$ cat config.mk
export PLATFORM = sky130hd
export DESIGN_NAME = sync_timing_counter
export DESIGN_NICKNAME = d
export VERILOG_FILES = /design/src/rtl/sync_timing_counter.sv
export SDC_FILE = /design/constraint.sdc
export NUM_CORES = 1
export LEC_CHECK = 0
export ABC_AREA = 1
export ABC_CLOCK_PERIOD_IN_PS = 1300
export CORE_ASPECT_RATIO = 1.1
export CORE_MARGIN = 5
export CORE_UTILIZATION = 44
export CTS_CLUSTER_SIZE = 16
export DETAILED_ROUTE_END_ITERATION = 7
export GPL_TIMING_DRIVEN = 0
export HOLD_SLACK_MARGIN = 0.15
export PLACE_DENSITY = 0.78
export REMOVE_ABC_BUFFERS = 1
export SLEW_MARGIN = 15
export SYNTH_ARGS = -nofsm -noshare
export SYNTH_HDL_FRONTEND = slang
export SYNTH_SLANG_ARGS = --single-unit
$ cat constraint.sdc
create_clock -name CK -period 1.3 [get_ports CK]
set_input_delay 0.26 -clock CK [delete_from_list [all_inputs] [get_ports CK]]
set_output_delay 0.26 -clock CK [all_outputs]
set_load 0.02 [all_outputs]
$ cat src/rtl/sync_timing_counter.sv
// Dot and line timing counters with terminal-count equality strobes for the sync/blanking controller.
// Optional macro SYNC_TC_REG_EN registers every strobe from the counters' next-state values.
module sync_timing_counter #(
  parameter int CNT_W  = 10,
  parameter int PCNT_W = 8
) (
  input  logic              CK,
  input  logic              rst_n,
  input  logic              cclr,
  input  logic              csm,
  input  logic              pclr,
  input  logic              pc,
  output logic              cnt10,
  output logic              cnt13,
  output logic              cnt21,
  output logic              cnt44,
  output logic              cnt45,
  output logic              cnt261,
  output logic              cnt272,
  output logic              cnt283,
  output logic              cnt284,
  output logic              cnt509,
  output logic              cnt511,
  output logic              cnt567,
  output logic              cnt591,
  output logic              pcnt6,
  output logic              pcnt12,
  output logic              pcnt17,
  output logic              pcnt27,
  output logic              pcnt241,
  output logic [CNT_W-1:0]  cnt_q,
  output logic [PCNT_W-1:0] pcnt_q,
  output logic              povf
);

  logic [CNT_W-1:0]  cnt_nxt_s;
  logic [PCNT_W-1:0] pcnt_nxt_s;
  logic              povf_nxt_s;
  logic [12:0]       cnt_dec_s;
  logic [4:0]        pcnt_dec_s;

  function automatic logic [12:0] cnt_decode(input logic [CNT_W-1:0] v);
    cnt_decode = {v == CNT_W'(10),  v == CNT_W'(13),  v == CNT_W'(21),
                  v == CNT_W'(44),  v == CNT_W'(45),  v == CNT_W'(261),
                  v == CNT_W'(272), v == CNT_W'(283), v == CNT_W'(284),
                  v == CNT_W'(509), v == CNT_W'(511), v == CNT_W'(567),
                  v == CNT_W'(591)};
  endfunction

  function automatic logic [4:0] pcnt_decode(input logic [PCNT_W-1:0] v);
    pcnt_decode = {v == PCNT_W'(6),  v == PCNT_W'(12), v == PCNT_W'(17),
                   v == PCNT_W'(27), v == PCNT_W'(241)};
  endfunction

  // Next-state priority: clear beats hold/advance on each counter.
  always_comb begin
    cnt_nxt_s  = cnt_q;
    pcnt_nxt_s = pcnt_q;
    povf_nxt_s = povf;
    if (cclr) begin
      cnt_nxt_s = {CNT_W{1'b0}};
    end else if (csm) begin
      cnt_nxt_s = cnt_q;
    end else begin
      cnt_nxt_s = cnt_q + CNT_W'(1);
    end
    if (pclr) begin
      pcnt_nxt_s = {PCNT_W{1'b0}};
      povf_nxt_s = 1'b0;
    end else if (pc) begin
      pcnt_nxt_s = pcnt_q + PCNT_W'(1);
      if (pcnt_q == {PCNT_W{1'b1}}) begin
        povf_nxt_s = 1'b1;
      end else begin
        povf_nxt_s = povf;
      end
    end else begin
      pcnt_nxt_s = pcnt_q;
      povf_nxt_s = povf;
    end
  end

  // Counter and overflow registers with synchronous reset.
  always_ff @(posedge CK) begin
    if (!rst_n) begin
      cnt_q  <= {CNT_W{1'b0}};
      pcnt_q <= {PCNT_W{1'b0}};
      povf   <= 1'b0;
    end else begin
      cnt_q  <= cnt_nxt_s;
      pcnt_q <= pcnt_nxt_s;
      povf   <= povf_nxt_s;
    end
  end

`ifdef SYNC_TC_REG_EN
  logic [12:0] cnt_dec_r;
  logic [4:0]  pcnt_dec_r;

  // Strobe flops preload the compare of the next count so timing matches the combinational build.
  always_ff @(posedge CK) begin
    if (!rst_n) begin
      cnt_dec_r  <= 13'd0;
      pcnt_dec_r <= 5'd0;
    end else begin
      cnt_dec_r  <= cnt_decode(cnt_nxt_s);
      pcnt_dec_r <= pcnt_decode(pcnt_nxt_s);
    end
  end

  assign cnt_dec_s  = cnt_dec_r;
  assign pcnt_dec_s = pcnt_dec_r;
`else
  assign cnt_dec_s  = cnt_decode(cnt_q);
  assign pcnt_dec_s = pcnt_decode(pcnt_q);
`endif

  assign {cnt10, cnt13, cnt21, cnt44, cnt45, cnt261, cnt272,
          cnt283, cnt284, cnt509, cnt511, cnt567, cnt591} = cnt_dec_s;
  assign {pcnt6, pcnt12, pcnt17, pcnt27, pcnt241} = pcnt_dec_s;

endmodule

== Yosys cells after proc, flatten, opt, wreduce, memory -nomap -nowiden ==
Index checks and enable logic that the tools add are counted.

* Flip-flop bits (word level): 19
* Latch bits: 0
* Bits in writable memories: 0
* Memory bits (read-only): 0
* Bits of input ports: 6
* Output and inout bits: 37
* Word-level logic and storage cells: 28
* Memories: 0

* $add $sub $neg: 2
* Multipliers: 0
* Divide/modulo/power cells: 0
* Order comparisons: 0
* Equality and inequality tests: 19
* Shift-type cells: 0
* Muxes and demuxes: 0
* Bitwise gates (word level): 1
* Reductions and logical operators: 3

{| class="wikitable"
|+ Operator list
! operator !! count
|-
| 10-bit by 9-bit equality test with 1-bit output (second input constant) || 6
|-
| 10-bit equality test (second input constant) || 2
|-
| 10-bit by 4-bit equality test with 1-bit output (second input constant) || 2
|-
| 10-bit by 6-bit equality test with 1-bit output (second input constant) || 2
|-
| 8-bit by 5-bit equality test with 1-bit output (second input constant) || 2
|-
| 8-bit equality test (second input constant) || 2
|-
| 10-bit by 1-bit adder with 10-bit output (second input constant) || 1
|-
| 10-bit by 5-bit equality test with 1-bit output (second input constant) || 1
|-
| 8-bit by 1-bit adder with 8-bit output (second input constant) || 1
|-
| 8-bit by 3-bit equality test with 1-bit output (second input constant) || 1
|-
| 8-bit by 4-bit equality test with 1-bit output (second input constant) || 1
|-
| 2-bit OR reduction || 2
|-
| 2-bit AND reduction || 1
|-
| 1-bit inverter || 1
|}

== Depth between registers and ports, before layout ==
* Word-level depth: 2
* Gate-level depth with buffers: 7
* Depth with buffers taken out: 7

== Least setup slack after synthesis ==
No wires, ideal clock.

* Path kind: register to output
* Start: reg cnt_q[1]
* End: out cnt511
* Arrival: 1469 ps
* Data required time: 1040 ps
* Slack: -429 ps
* Stages on the path, launching flop included: 4
* Path buffers: 0
* Cells stage by stage: dfxtp_1 -> ha_1 -> nand2_1 -> nor4_1

* Cells in the longest elaborated chain, start to end: 1

{| class="wikitable"
|+ Ends and longest elaborated chain
! item !! line !! text
|-
| from (decl) || 31 || <nowiki>output logic [CNT_W-1:0] cnt_q,</nowiki>
|-
| from (signal assigned) || 86 || <nowiki>cnt_q <= {CNT_W{1'b0}};</nowiki>
|-
| from (signal assigned) || 90 || <nowiki>cnt_q <= cnt_nxt_s;</nowiki>
|-
| 10-bit by 9-bit equality test with 1-bit output || 46 || <nowiki>v == CNT_W'(509), v == CNT_W'(511), v == CNT_W'(567),</nowiki>
|-
| to (decl) || 23 || <nowiki>output logic cnt511,</nowiki>
|}

No other way between the ends.

== Worst setup path after layout ==
* Start: reg cnt_q[1]
* End: out cnt21

* Cells in the longest elaborated chain, start to end: 1

{| class="wikitable"
|+ Ends and longest elaborated chain
! item !! line !! text
|-
| 10-bit by 5-bit equality test with 1-bit output || 43 || <nowiki>cnt_decode = {v == CNT_W'(10), v == CNT_W'(13), v == CNT_W'(21),</nowiki>
|-
| to (decl) || 15 || <nowiki>output logic cnt21,</nowiki>
|}

No other way between the ends.

==> results.md <==
- Entering global routing, the biggest net connects 11 pins.
- The count of clock tree sinks is 19.
- The number of global-route vias before repair is 1,504.
- Port buffering added 42 buffers.
- Setup slack on the critical path of the routed design comes to -0.318 ns.
- After clock tree synthesis, the clock-pin slew on the worst setup and hold paths is 0.10 ns.
- Summed over all instances, the cell type with the most area after synthesis is dfxtp_1.
- Subtracting the final worst setup slack from the clock period gives 1.62 ns.
- The reported max-cap violation count is 0.
- The arrival time of the worst setup path is 1.36 ns.
- For this design the static power due to leakage is 0.000941 uW.
- The endpoint kind of the worst setup timing path is an output pin.
- Cells with a size suffix above 1 make up 54.7% of the layout.
- The final-report max-slew violation count is 0.
- The flow ran to the end, but the final reports show violations.
- The flip-flop and latch area is 438 sq um.
- The iteration count of the initial detailed-routing pass is 4.
- The total power after layout is 995 uW.
- Buffers inserted during clock tree synthesis total 3.
- The effective utilization at floorplan is 44.9%.
- Power spread over the standard cell area amounts to 449 mW/mm^2.
- The critical path contains buffers and inverters numbering 2 combined.
- The class of the most critical hold timing path is primary input to register.
- The library cell used most frequently in the layout, excluding fill and tap cells, is buf_4.
- For this block, the routed nets add up to 4200 microns of wire.
- The aggregate global routing overflow is 0.
- At the worst endpoint, the required time is 1.04 ns.
- The checks that failed: negative setup slack.
- The clock reaches the later pin of the worst-skew pair after 0.29 ns.
- Setup repair after global routing could not meet its margin everywhere.
- At the end of routability-driven placement, the weighted congestion stood at 0.908.
- In the final design database the tool counted 271 nets.
- Measured against its own limit, the worst slew margin works out to 74.5%.
- In the layout the commonest cells are buf_4 (32), nor2_1 (26), nand2_1 (22).
- The final setup violation count is 18.
- The hold violation count in the final report came to 0.
- For the pin with the worst max-slew slack, the measured transition is 0.381 ns.
- The first global-routing pass estimated 6110 microns of wire.
- The core region is 0.00273 sq mm.
- The final routed wire length divided by cell count is 14.5 microns.
- After synthesis, flip-flops and latches occupy 31.1% of the total area.
- Traced cell by cell, the critical path runs through inv_6 > ha_4 > nand3_2 > and3b_1 > buf_6.
- The delay of the slowest critical-path stage is 0.39 ns.
- The initial antenna violation count was 0.
- Along the worst path, the maximum fanout reaches 4.
- Yosys attributes the largest share of cell area to dfxtp_1 (31%), nor2_1 (11%), nand2_1 (9.2%).
- Across the routed clock network, the largest skew measured is 0.00178 ns.
- The root buffer cell chosen for the clock tree is clkbuf_4.
- The area used by multi-input combinational logic is 0.00101 sq mm.
- The overall routing resource usage is 19.8%.
- The worst setup path is launched from a register.
- The number of ports placed on the die boundary is 43.
- Counting the fill cells in the layout gives 169.
- The die footprint is 0.00394 sq mm.
- The worst setup slack after placement is -0.580 ns.
- Relative to the synthesized area, the layout overhead comes to 81.1%.
- The cell count after synthesis is 188.
- The average size of a mapped cell is 6.51 sq um.
- The slowest cell on the critical path is dfxtp_4.
- The placement row count is 20.
- The DRC violation count after routing is 0.
- The initial detailed-routing violation count is 91.
- VDD sags by at most 482 uV.
- The die height is 65.3 microns.
- The top cell type's share of synthesized area is 31.1%.
- The routed layout has 1,486 vias.
- The half-perimeter wire length after placement is 2380 microns.
- The count of nets left with antenna violations once routing finished came out at 0.
- The total number of H-tree levels is 1.
- The final critical path takes up 124% of the cycle.
- For this run, the top clock speed supported by timing is 0.618 GHz.
- The x dimension of the die is 60.3 microns.
- The cell class contributing the biggest share of worst-path delay is flip-flops.
- The number of antenna diodes in the final layout is 0.
- The synthesis warning total is 0.
- The synthesis-stage register bit count is 19.
- The via-per-instance ratio is 5.14.
- Summing every instance area after synthesis gives 0.00122 sq mm.
- After synthesis, the netlist uses 21 different library cells.
- The critical path in this run is classified as register to output pin.
- The clock tree from TritonCTS is built.
- In this run the deepest clock path goes through 2 buffers.
repair_timing:
item,4_1_cts,5_1_grt
setup buffers,15,8
pin swaps,13,18
hold buffers,0,0
gates resized for setup,198,64
endpoints found under the setup margin,38,35
worst paths after layout:
check,startpoint,to,slack [ns],depth (start not counted)
worst max register to register,cnt_q[0],cnt_q[4],0.03,8
worst max-delay path,cnt_q[1],cnt21,-0.32,5
worst min register to register,povf,povf,0.48,2
worst min-delay path,csm,cnt_q[0],0.32,2
per-stage QoR:
stage	std cells	TNS (ns)	area, sq um	util, %	hold WS, ns
CTS	281	-4.43	1970	72.1	0.469
detailed placement	262	-11.83	1680	61.6	0.455
global placement	262	-11.37	1680	61.6	0.453
finish	289	-4.53	2220	81.2	0.319
global route	289	-5.96	2220	81.2	0.339
floorplan	187	-2.92	1220	-	0.349
final cells by class:
| type | instances | share of cell area [%] |
|---|---|---|
| Clock buffer | 4 | 1.19 |
| Sequential cell | 19 | 19.8 |
| Tap cell | 33 | 1.86 |
| Inverter | 30 | 5.99 |
| Timing Repair Buffer | 65 | 25.6 |
| Multi-Input combinational cell | 138 | 45.6 |
Yosys cell counts:
| library cell | n |
|---|---|
| nor4_1 | 3 |
| nor3_2 | 1 |
| inv_2 | 2 |
| nand3_2 | 2 |
| nor2_2 | 2 |
| ha_1 | 8 |
| nor3_1 | 6 |
| buf_2 | 1 |
| a21oi_2 | 1 |
| nor2_1 | 35 |
| nor2_4 | 3 |
| o21ai_0 | 6 |
| nand2_1 | 30 |
| a21oi_1 | 12 |
| and3b_1 | 1 |
| inv_1 | 28 |
| nand2_2 | 4 |
| nand4_1 | 2 |
| or2_2 | 1 |
| dfxtp_1 | 19 |
| nand3_1 | 21 |
where the power goes:
group | total [uW] | switching, uW | internal [uW]
logic | 123 | 64.6 | 58.3
clock network | 297 | 177 | 119
registers | 575 | 14.0 | 561
total | 995 | 256 | 739
routing by layer:
metal	share of wire (%)	up-vias	wire, microns	global-route usage [%]
li1	-	746	-	-
met1	38	687	1600	20.6
met2	55	45	2300	36.2
met3	5.3	8	221	3.14
met4	1.9	0	80	11.4
met5	0	-	0	0
flip-flops by register name, summed over array words and instances, names as in the netlist:
signal / cells
povf: 1
cnt_q: 10
pcnt_q: 8
kinds of logic after synthesis:
group / synth area share, %
buffers and inverters: 9.61
AO/OA/AOI/OAI: 8.08
adder cells (fa/ha/maj): 8.18
flip-flops: 31.1
AND/OR/NAND/NOR: 43.0
Note: power is estimated with default switching activity, not from simulation.
